[config.mk]
export PLATFORM = sky130hd
export DESIGN_NAME = adder_sequencer
export DESIGN_NICKNAME = d
export VERILOG_FILES = /design/src/rtl/adder_seq_pkg.sv /design/src/rtl/adder88.sv /design/src/rtl/rr_arb2.sv /design/src/rtl/adder_sequencer.sv
export SDC_FILE = /design/constraint.sdc
export NUM_CORES = 1
export LEC_CHECK = 0
export BUFFER_PORTS_ARGS = -buffer_cell sky130_fd_sc_hd__buf_4
export CORE_MARGIN = 2
export CORE_UTILIZATION = 45
export CTS_CLUSTER_DIAMETER = 200
export CTS_CLUSTER_SIZE = 30
export DETAILED_ROUTE_END_ITERATION = 6
export PLACE_DENSITY_LB_ADDON = 0.1
export RECOVER_POWER = 25
export SLEW_MARGIN = 20
export SYNTH_ARGS = -nofsm -noshare
export SYNTH_HDL_FRONTEND = slang
export SYNTH_HIERARCHICAL = 1
export SYNTH_SLANG_ARGS = --single-unit
[constraint.sdc]
create_clock -name clk -period 5.63 [get_ports clk]
set_clock_uncertainty 0.15 [all_clocks]
set_input_delay 0.8445 -clock clk [delete_from_list [all_inputs] [get_ports clk]]
set_output_delay 0.8445 -clock clk [all_outputs]
set_load 0.05 [all_outputs]
[src/rtl/adder_seq_pkg.sv]
// Shared types and constants for the byte-serial add/subtract sequencer.
package adder_seq_pkg;
   localparam int   BYTE_W = 8;
   localparam logic OP_ADD = 1'b0;
   localparam logic OP_SUB = 1'b1;

   typedef enum logic [1:0] {IDLE, RUN, DONE} state_t;
endpackage

[src/rtl/adder88.sv]
// 8-bit adder with carry in/out; the sequencer's only arithmetic resource.
module adder88 (
   output logic       cout,
   output logic [7:0] z,
   input  logic [7:0] a,
   input  logic [7:0] b,
   input  logic       cin
);
   assign {cout, z} = {1'b0, a} + {1'b0, b} + {8'd0, cin};
endmodule

[src/rtl/rr_arb2.sv]
// Two-way round-robin arbiter; the pointer moves past the winner on accept.
module rr_arb2 (
   input  logic       clk,
   input  logic       rst,
   input  logic [1:0] req,
   input  logic       accept,
   output logic [1:0] gnt,
   output logic       prio
);
   always_comb begin
      gnt = req;
      if (req == 2'b11) gnt = prio ? 2'b10 : 2'b01;
   end

   // gnt is one-hot when accepted, so gnt[1] is the winner's index
   always_ff @(posedge clk) begin
      if (rst)                  prio <= 1'b0;
      else if (accept && |gnt)  prio <= ~gnt[1];
   end
endmodule

[src/rtl/adder_sequencer.sv]
// Multi-byte add/subtract engine: two requesters share one 8-bit adder,
// operands are walked LSB byte first with the carry held between bytes.
module adder_sequencer
   import adder_seq_pkg::*;
#(
   parameter int WORDS = 4
) (
   input  logic                  clk,
   input  logic                  rst,
   input  logic                  req0,
   input  logic                  op0,
   input  logic [BYTE_W*WORDS-1:0] a0,
   input  logic [BYTE_W*WORDS-1:0] b0,
   input  logic                  req1,
   input  logic                  op1,
   input  logic [BYTE_W*WORDS-1:0] a1,
   input  logic [BYTE_W*WORDS-1:0] b1,
   output logic                  ack0,
   output logic                  ack1,
   output logic                  busy,
   output logic                  done,
   output logic [BYTE_W*WORDS-1:0] result,
   output logic                  cout,
   output logic                  owner
);
   localparam int IW = (WORDS > 1) ? $clog2(WORDS) : 1;

   typedef struct packed {
      logic                              op;
      logic [WORDS-1:0][BYTE_W-1:0] a;
      logic [WORDS-1:0][BYTE_W-1:0] b;
   } opnd_t;

   state_t                       state;
   opnd_t                        cur;
   logic                         carry;
   logic [IW-1:0]                idx;
   logic [WORDS-1:0][BYTE_W-1:0] acc, acc_nxt;
   logic [1:0]                   gnt;
   logic                         accept, prio;
   logic [BYTE_W-1:0]            add_a, add_b, add_z;
   logic                         add_co;

   assign accept = (state == IDLE) && (req0 || req1);

   rr_arb2 u_arb (
      .clk    (clk),
      .rst    (rst),
      .req    ({req1, req0}),
      .accept (accept),
      .gnt    (gnt),
      .prio   (prio)
   );

   // subtract feeds ~b; the +1 comes from carry being seeded with op
   assign add_a = cur.a[idx];
   assign add_b = cur.b[idx] ^ {BYTE_W{cur.op}};

   adder88 u_add (
      .cout (add_co),
      .z    (add_z),
      .a    (add_a),
      .b    (add_b),
      .cin  (carry)
   );

   always_comb begin
      acc_nxt      = acc;
      acc_nxt[idx] = add_z;
   end

   always_ff @(posedge clk) begin
      if (rst) begin
         state  <= IDLE;
         ack0   <= 1'b0;
         ack1   <= 1'b0;
         busy   <= 1'b0;
         done   <= 1'b0;
         result <= '0;
         cout   <= 1'b0;
         owner  <= 1'b0;
         carry  <= 1'b0;
         idx    <= '0;
         cur    <= '0;
         acc    <= '0;
      end else begin
         ack0 <= 1'b0;
         ack1 <= 1'b0;
         done <= 1'b0;
         case (state)
            IDLE: if (accept) begin
               cur   <= gnt[1] ? {op1, a1, b1} : {op0, a0, b0};
               carry <= gnt[1] ? op1 : op0;
               owner <= gnt[1];
               idx   <= '0;
               ack0  <= gnt[0];
               ack1  <= gnt[1];
               busy  <= 1'b1;
               state <= RUN;
            end
            RUN: begin
               acc   <= acc_nxt;
               carry <= add_co;
               idx   <= idx + 1'b1;
               if (idx == IW'(WORDS - 1)) begin
                  result <= acc_nxt;
                  cout   <= add_co;
                  done   <= 1'b1;
                  state  <= DONE;
               end
            end
            DONE: begin
               busy  <= 1'b0;
               state <= IDLE;
            end
            default: state <= IDLE;
         endcase
      end
   end
endmodule
# Word-level counts from Yosys, hierarchy flattened
# Index checks and enable logic that the tools add are counted.
# classes
addsub	3
n_eq_ne	6
magnitude_cmp	2
muxes	21
reduce_logical	15
n_bitwise	5
# op_table
op	n
$mux W65	1
$bmux W8 S2	2
$bwmux W32	1
$mux W8	3
$demux W8 S2	1
$mux W2	5
$reduce_and A2 Y1	5
$add A8 B8 Y9	1
$add A9 B1 Y9	1
$pmux W2 S2	2
$xor A8 B8 Y8	1
$eq A2 B2 Y1 const B	3
$mux W1	4
$not A1 Y1	4
$pmux W1 S2	2
$reduce_bool A2 Y1	2
$reduce_or A2 Y1	2
$logic_and A1 B1 Y1	3
$lt A2 B3 Y1 const B	1
$reduce_or A3 Y1	1
$add A2 B1 Y2 const B	1
$eq A2 B1 Y1 const B	1
$ge A2 B1 Y1 const B	1
$logic_not A2 Y1	1
3 further kinds	3
# word_totals
input_bits	134
regBits	141
out_inout_bits	38
wordCells	76

# Depth between registers and ports, before layout
# depth
ltp_word	6
depth_mapped	12
mapped_depth_nobuf	9

# Modules after synthesis
# Netlist, hierarchy kept.
# modules_own_cells
module	cells_each	area_each_um2	n_inst	seq_area_each_um2
adder_sequencer	672	6775.2	1	2782.7
adder88	40	331.6	1	0.0
rr_arb2	7	65.1	1	20.0

# Least setup slack after synthesis
# Ideal clock, no wire load.
# synth_timing
path_kind	flip-flop to flip-flop
startpoint	reg idx[1]
endpoint	reg result[14]
path_buffers	3
t_arrival_ps	3135
t_required_ps	5399
setup_ps	81
path_slack_ps	2264
path_stages_with_launch	13
period_less_slack_ps	3366
path_cell_list	dfxtp_1 buf_2 buf_2 mux4_2 xor2_1 fa_1 fa_1 a21oi_1 o21a_1 xnor2_1 clkbuf_1 mux2i_1 a211oi_2
# synth_between
elab_chain_cells	6
elab_cells_between_ends	15
classes_between	2 x add/sub; 2 x order compare; 1 x eq/ne; 7 x mux; 1 x bitwise; 2 x reduce/logical
# synth_rtl
element	line	source
from (decl)	adder_sequencer.sv:37	logic [IW-1:0] idx;
from (signal assigned)	adder_sequencer.sv:104	idx <= idx + 1'b1;
$bmux W8 S2	adder_sequencer.sv:57	assign add_b = cur.b[idx] ^ {BYTE_W{cur.op}};
$mux W8 (not written as such)	adder_sequencer.sv:57	
$xor A8 B8 Y8	adder_sequencer.sv:57	
named net add_b[0]	adder_sequencer.sv:41	logic [BYTE_W-1:0] add_a, add_b, add_z;
$add A8 B8 Y9	adder88.sv:9	assign {cout, z} = {1'b0, a} + {1'b0, b} + {8'd0, cin};
$add A9 B1 Y9	adder88.sv:9	
named net add_z[6]	adder_sequencer.sv:41	
$bwmux W32	adder_sequencer.sv:69	acc_nxt[idx] = add_z;
to (signal assigned)	adder_sequencer.sv:106	result <= acc_nxt;
to (decl)	adder_sequencer.sv:22	output logic [BYTE_W*WORDS-1:0] result,
# The timed path passes the listed nets, and every way through them passes these cells. The select of a mux whose other input is x is not followed.
# A chain may end at the register's enable or synchronous reset.

# Worst setup path after layout
# layout_timing
startpoint	in req0
endpoint	reg cur[8] (netlist name)
# layout_between
elab_chain_cells	3
elab_cells_between_ends	6
classes_between	1 x eq/ne; 2 x mux; 3 x reduce/logical
# layout_rtl
element	line	source
from (decl)	adder_sequencer.sv:10	input logic req0,
$eq A2 B2 Y1 / $logic_or A1 B1 Y1 (equally long branches)	rr_arb2.sv:12, adder_sequencer.sv:44	
$mux W2 / $logic_and A1 B1 Y1 (equally long branches)	rr_arb2.sv:12, adder_sequencer.sv:44	
$mux W65 / $reduce_and A2 Y1 (equally long branches)	-	
to (signal assigned)	adder_sequencer.sv:92	cur <= gnt[1] ? {op1, a1, b1} : {op0, a0, b0};
to (decl)	adder_sequencer.sv:35	opnd_t cur;
# Parallel ways exist; a longest one is shown, timed or not.

==> impl_results.md <==
* Gp weighted congestion at 0.8370
* Synth Area per Inst at 9.975 sq um
* Synthesis-stage register bit count at 140
* # Post-CTS Setup Buffers at 0
* Worst R2R Start: idx[1]
* Die Footprint at 16960 sq um
* Io pins at 172
* Logic pwr share at 22.5%
* Crit path arrival time at 4570 ps
* CP endpoint kind: flop
* Port Buffers at 171
* Final min period at 4461 ps
* Worst-skew pair later-pin latency at 430 ps
* Gr ovfl total at 0
* # resized after CTS at 0
* Initial antenna violation count at 0
* Sequential share of the synthesized area at 39.08%
* Critical Path Source Type: primary input
* Clock Tree Buf Depth at 2
* Via count at 5814
* Routed Antenna Nets at 0
* Post-Route WL at 17.63 mm
* Finished Layout Cells at 1068
* Mapped Nets at 867
* Commonest cells after routing, fill and taps aside: dfxtp_1 (140), buf_4 (140), a21oi_1 (107)
* Vias in the first global route at 5675
* Adder-cell share of the synthesized area at 2.652%
* Leak pwr at 3.306 nW
* Fin Hold WS at 302.7 ps
* # setup viols final at 0
* Hold Vio Cnt, Final at 0
* Largest family of logic cells by synthesized area: compound AO/OA/AOI/OAI gates
* Maximum number of pins on one net before global-route repair at 99
* Worst EP required at 5740 ps
* Layout area overhead at 23.08%
* Layout Nets at 988
* H-tree levels at 4
* Clock transition at the registers of the reported paths at 50 ps
* Tcrit/Tclk final at 79.23%
* Synth Warn # at 6
* Chip width at 130.2 um
* Fin worst setup slack at 1169 ps
* Layout Utilization at 56.18%
* Core area at 15710 sq um
* Synth Area in XOR/XNOR at 1.465%
* Status: finished with violations
* Reg2reg path depth at 9
* Reg power frac at 37.8%
* Slew at the pin with the worst max-slew slack at 2835 ps
* Clock share of power at 39.7%
* DRC at 0
* Max-slew headroom at -89.03%
* Critical path endpoint: cur[8]
* Layout cells sized above 1 at 28.87%
* Tot GR Track Use at 21.53%
* Initial Util at 45.64%
* RSZ-0062 raised after global routing: false
* Die height at 130.2 um
* CTS tree: yes
* Post-Route Setup TNS at 0 ps
* Reg2Reg Setup Slack at 1670 ps
* Post-Place Cells at 1037
* # Max-Cap Violations at 1
* Min-delay worst type: flop to flop
* TritonRoute pass-1 iters at 4
* N_diodes at 0
* Switching share of power at 28.78%
* Via-to-Cell Ratio at 5.444
* Fillcell total at 1474
* Complex-gate fraction of the synthesized area at 22.99%
* Net Sw Power at 0.8391 mW
* Mux share of post-synthesis cell area at 18.44%
* Crit-path max FO at 67
* Cell-internal power at 2.076 mW
* DR WL/cell at 16.51 um
* HPWL after DPL at 12.11 mm
* Critical path startpoint: req0
* PwrDens at 330.3 nW/um^2
* Synthesized area at 7172 sq um
* DRT iter0 DRCs at 389
* Place WS at 1698 ps
* Count of different cell masters after synthesis at 44
* TritonCTS Buffers at 17
* R2r endpoint: result[20]
* Fmax at 224.2 MHz
* Slew Limit Fails at 68
* Post-Syn Instances at 719
* Post-Synth Simple-Gate Area at 8.653%
* Failing checks: capacitance limit, slew limit
* CTS hold repair buffers at 0
* Post-synth EDFFs at 0
* Max VDD drop at 244.7 uV
* # rows at 46
* Clock sink count at 140
* Root buf cell: clkbuf_16
* FFs w/ async S/R, synth at 0%
* Ys flop type: dfxtp_1
* First-pass GRT wire length at 28.50 mm
* CP Class: primary input to flop
worst min path at each step:
stage	end	from	depth (start not counted)
after floorplan	acc[0]	acc[0]	2
after global placement	acc[1]	acc[1]	2
after detailed placement	acc[0]	acc[0]	2
after CTS	acc[0]	acc[0]	2
after global routing	acc[1]	acc[1]	2
final	acc[3]	acc[3]	2
power groups by stage:
stage	clock, mW	combinational, mW	sequential (mW)
finish	1.16	0.657	1.10
global route	1.22	0.712	1.11
CTS	1.17	0.662	1.10
detailed placement	0	0.659	1.12
global placement	0	0.644	1.12
floorplan	0	0.465	1.12
cell type report:
class / count / area, sq um / share of cell area (%)
Clock buffer: 24 / 501.7 / 5.684
Clock inverter: 7 / 110.1 / 1.247
Inverter: 8 / 30.03 / 0.3402
Multi-Input combinational cell: 492 / 3900 / 44.18
Sequential cell: 140 / 2803 / 31.75
Tap cell: 216 / 270.3 / 3.062
Timing Repair Buffer: 181 / 1212 / 13.73
sequential cells by signal, summed over array words and instances (netlist names):
signal	count
result	32
ack0	1
acc	31
state	2
busy	1
ack1	1
cout	1
cur	65
owner	1
idx	2
u_arb/prio	1
done	1
carry	1
worst max-delay path, cell delays in order:
cell and delay, ps:
clkbuf_1 230, or2_2 170, clkbuf_1 1990, nand2_4 200
inv_2 330, buf_4 580, a211oi_1 160
per-stage QoR:
step / area (sq um) / power [mW]
after floorplan: 7172 / 1.580
after global placement: 8364 / 1.766
after detailed placement: 8364 / 1.783
after CTS: 8976 / 2.936
after global routing: 8827 / 3.041
final: 8827 / 2.915
layer usage:
layer | vias to the layer above | track usage, % | part of all wire (%) | wire [um]
met4 | 0 | 9.804 | 2.9 | 510
met2 | 167 | 35.20 | 49 | 8561
met5 | - | 0 | 0 | 0
met1 | 2730 | 27.53 | 44 | 7799
li1 | 2884 | - | - | -
met3 | 33 | 4.305 | 4.3 | 758
cells by family after synthesis:
family | after synthesis
compound gates | 223
xor+xnor | 12
fa+ha+maj | 14
buf+inv | 87
flops | 140
mux | 112
simple gates | 131
cell usage after synthesis (3+ instances only):
| cell type | number | area, sq um |
|---|---|---|
| xor2_1 | 10 | 87.58 |
| ha_1 | 12 | 150.1 |
| buf_2 | 28 | 140.1 |
| o21ai_0 | 4 | 20.02 |
| buf_4 | 10 | 75.07 |
| a21oi_1 | 107 | 535.5 |
| a211oi_2 | 48 | 600.6 |
| mux2i_1 | 95 | 950.9 |
| o211ai_1 | 4 | 30.03 |
| nand3b_1 | 7 | 52.55 |
| buf_6 | 11 | 123.9 |
| nor3b_1 | 4 | 30.03 |
| nand3_1 | 35 | 175.2 |
| dfxtp_1 | 140 | 2803 |
| mux4_2 | 16 | 360.4 |
| nand2_1 | 40 | 150.1 |
| inv_1 | 6 | 22.52 |
| a211oi_1 | 47 | 352.8 |
| nand2b_1 | 3 | 18.77 |
| nor2_1 | 32 | 120.1 |
| clkbuf_1 | 28 | 105.1 |
Power figures use the tool's default switching activity.
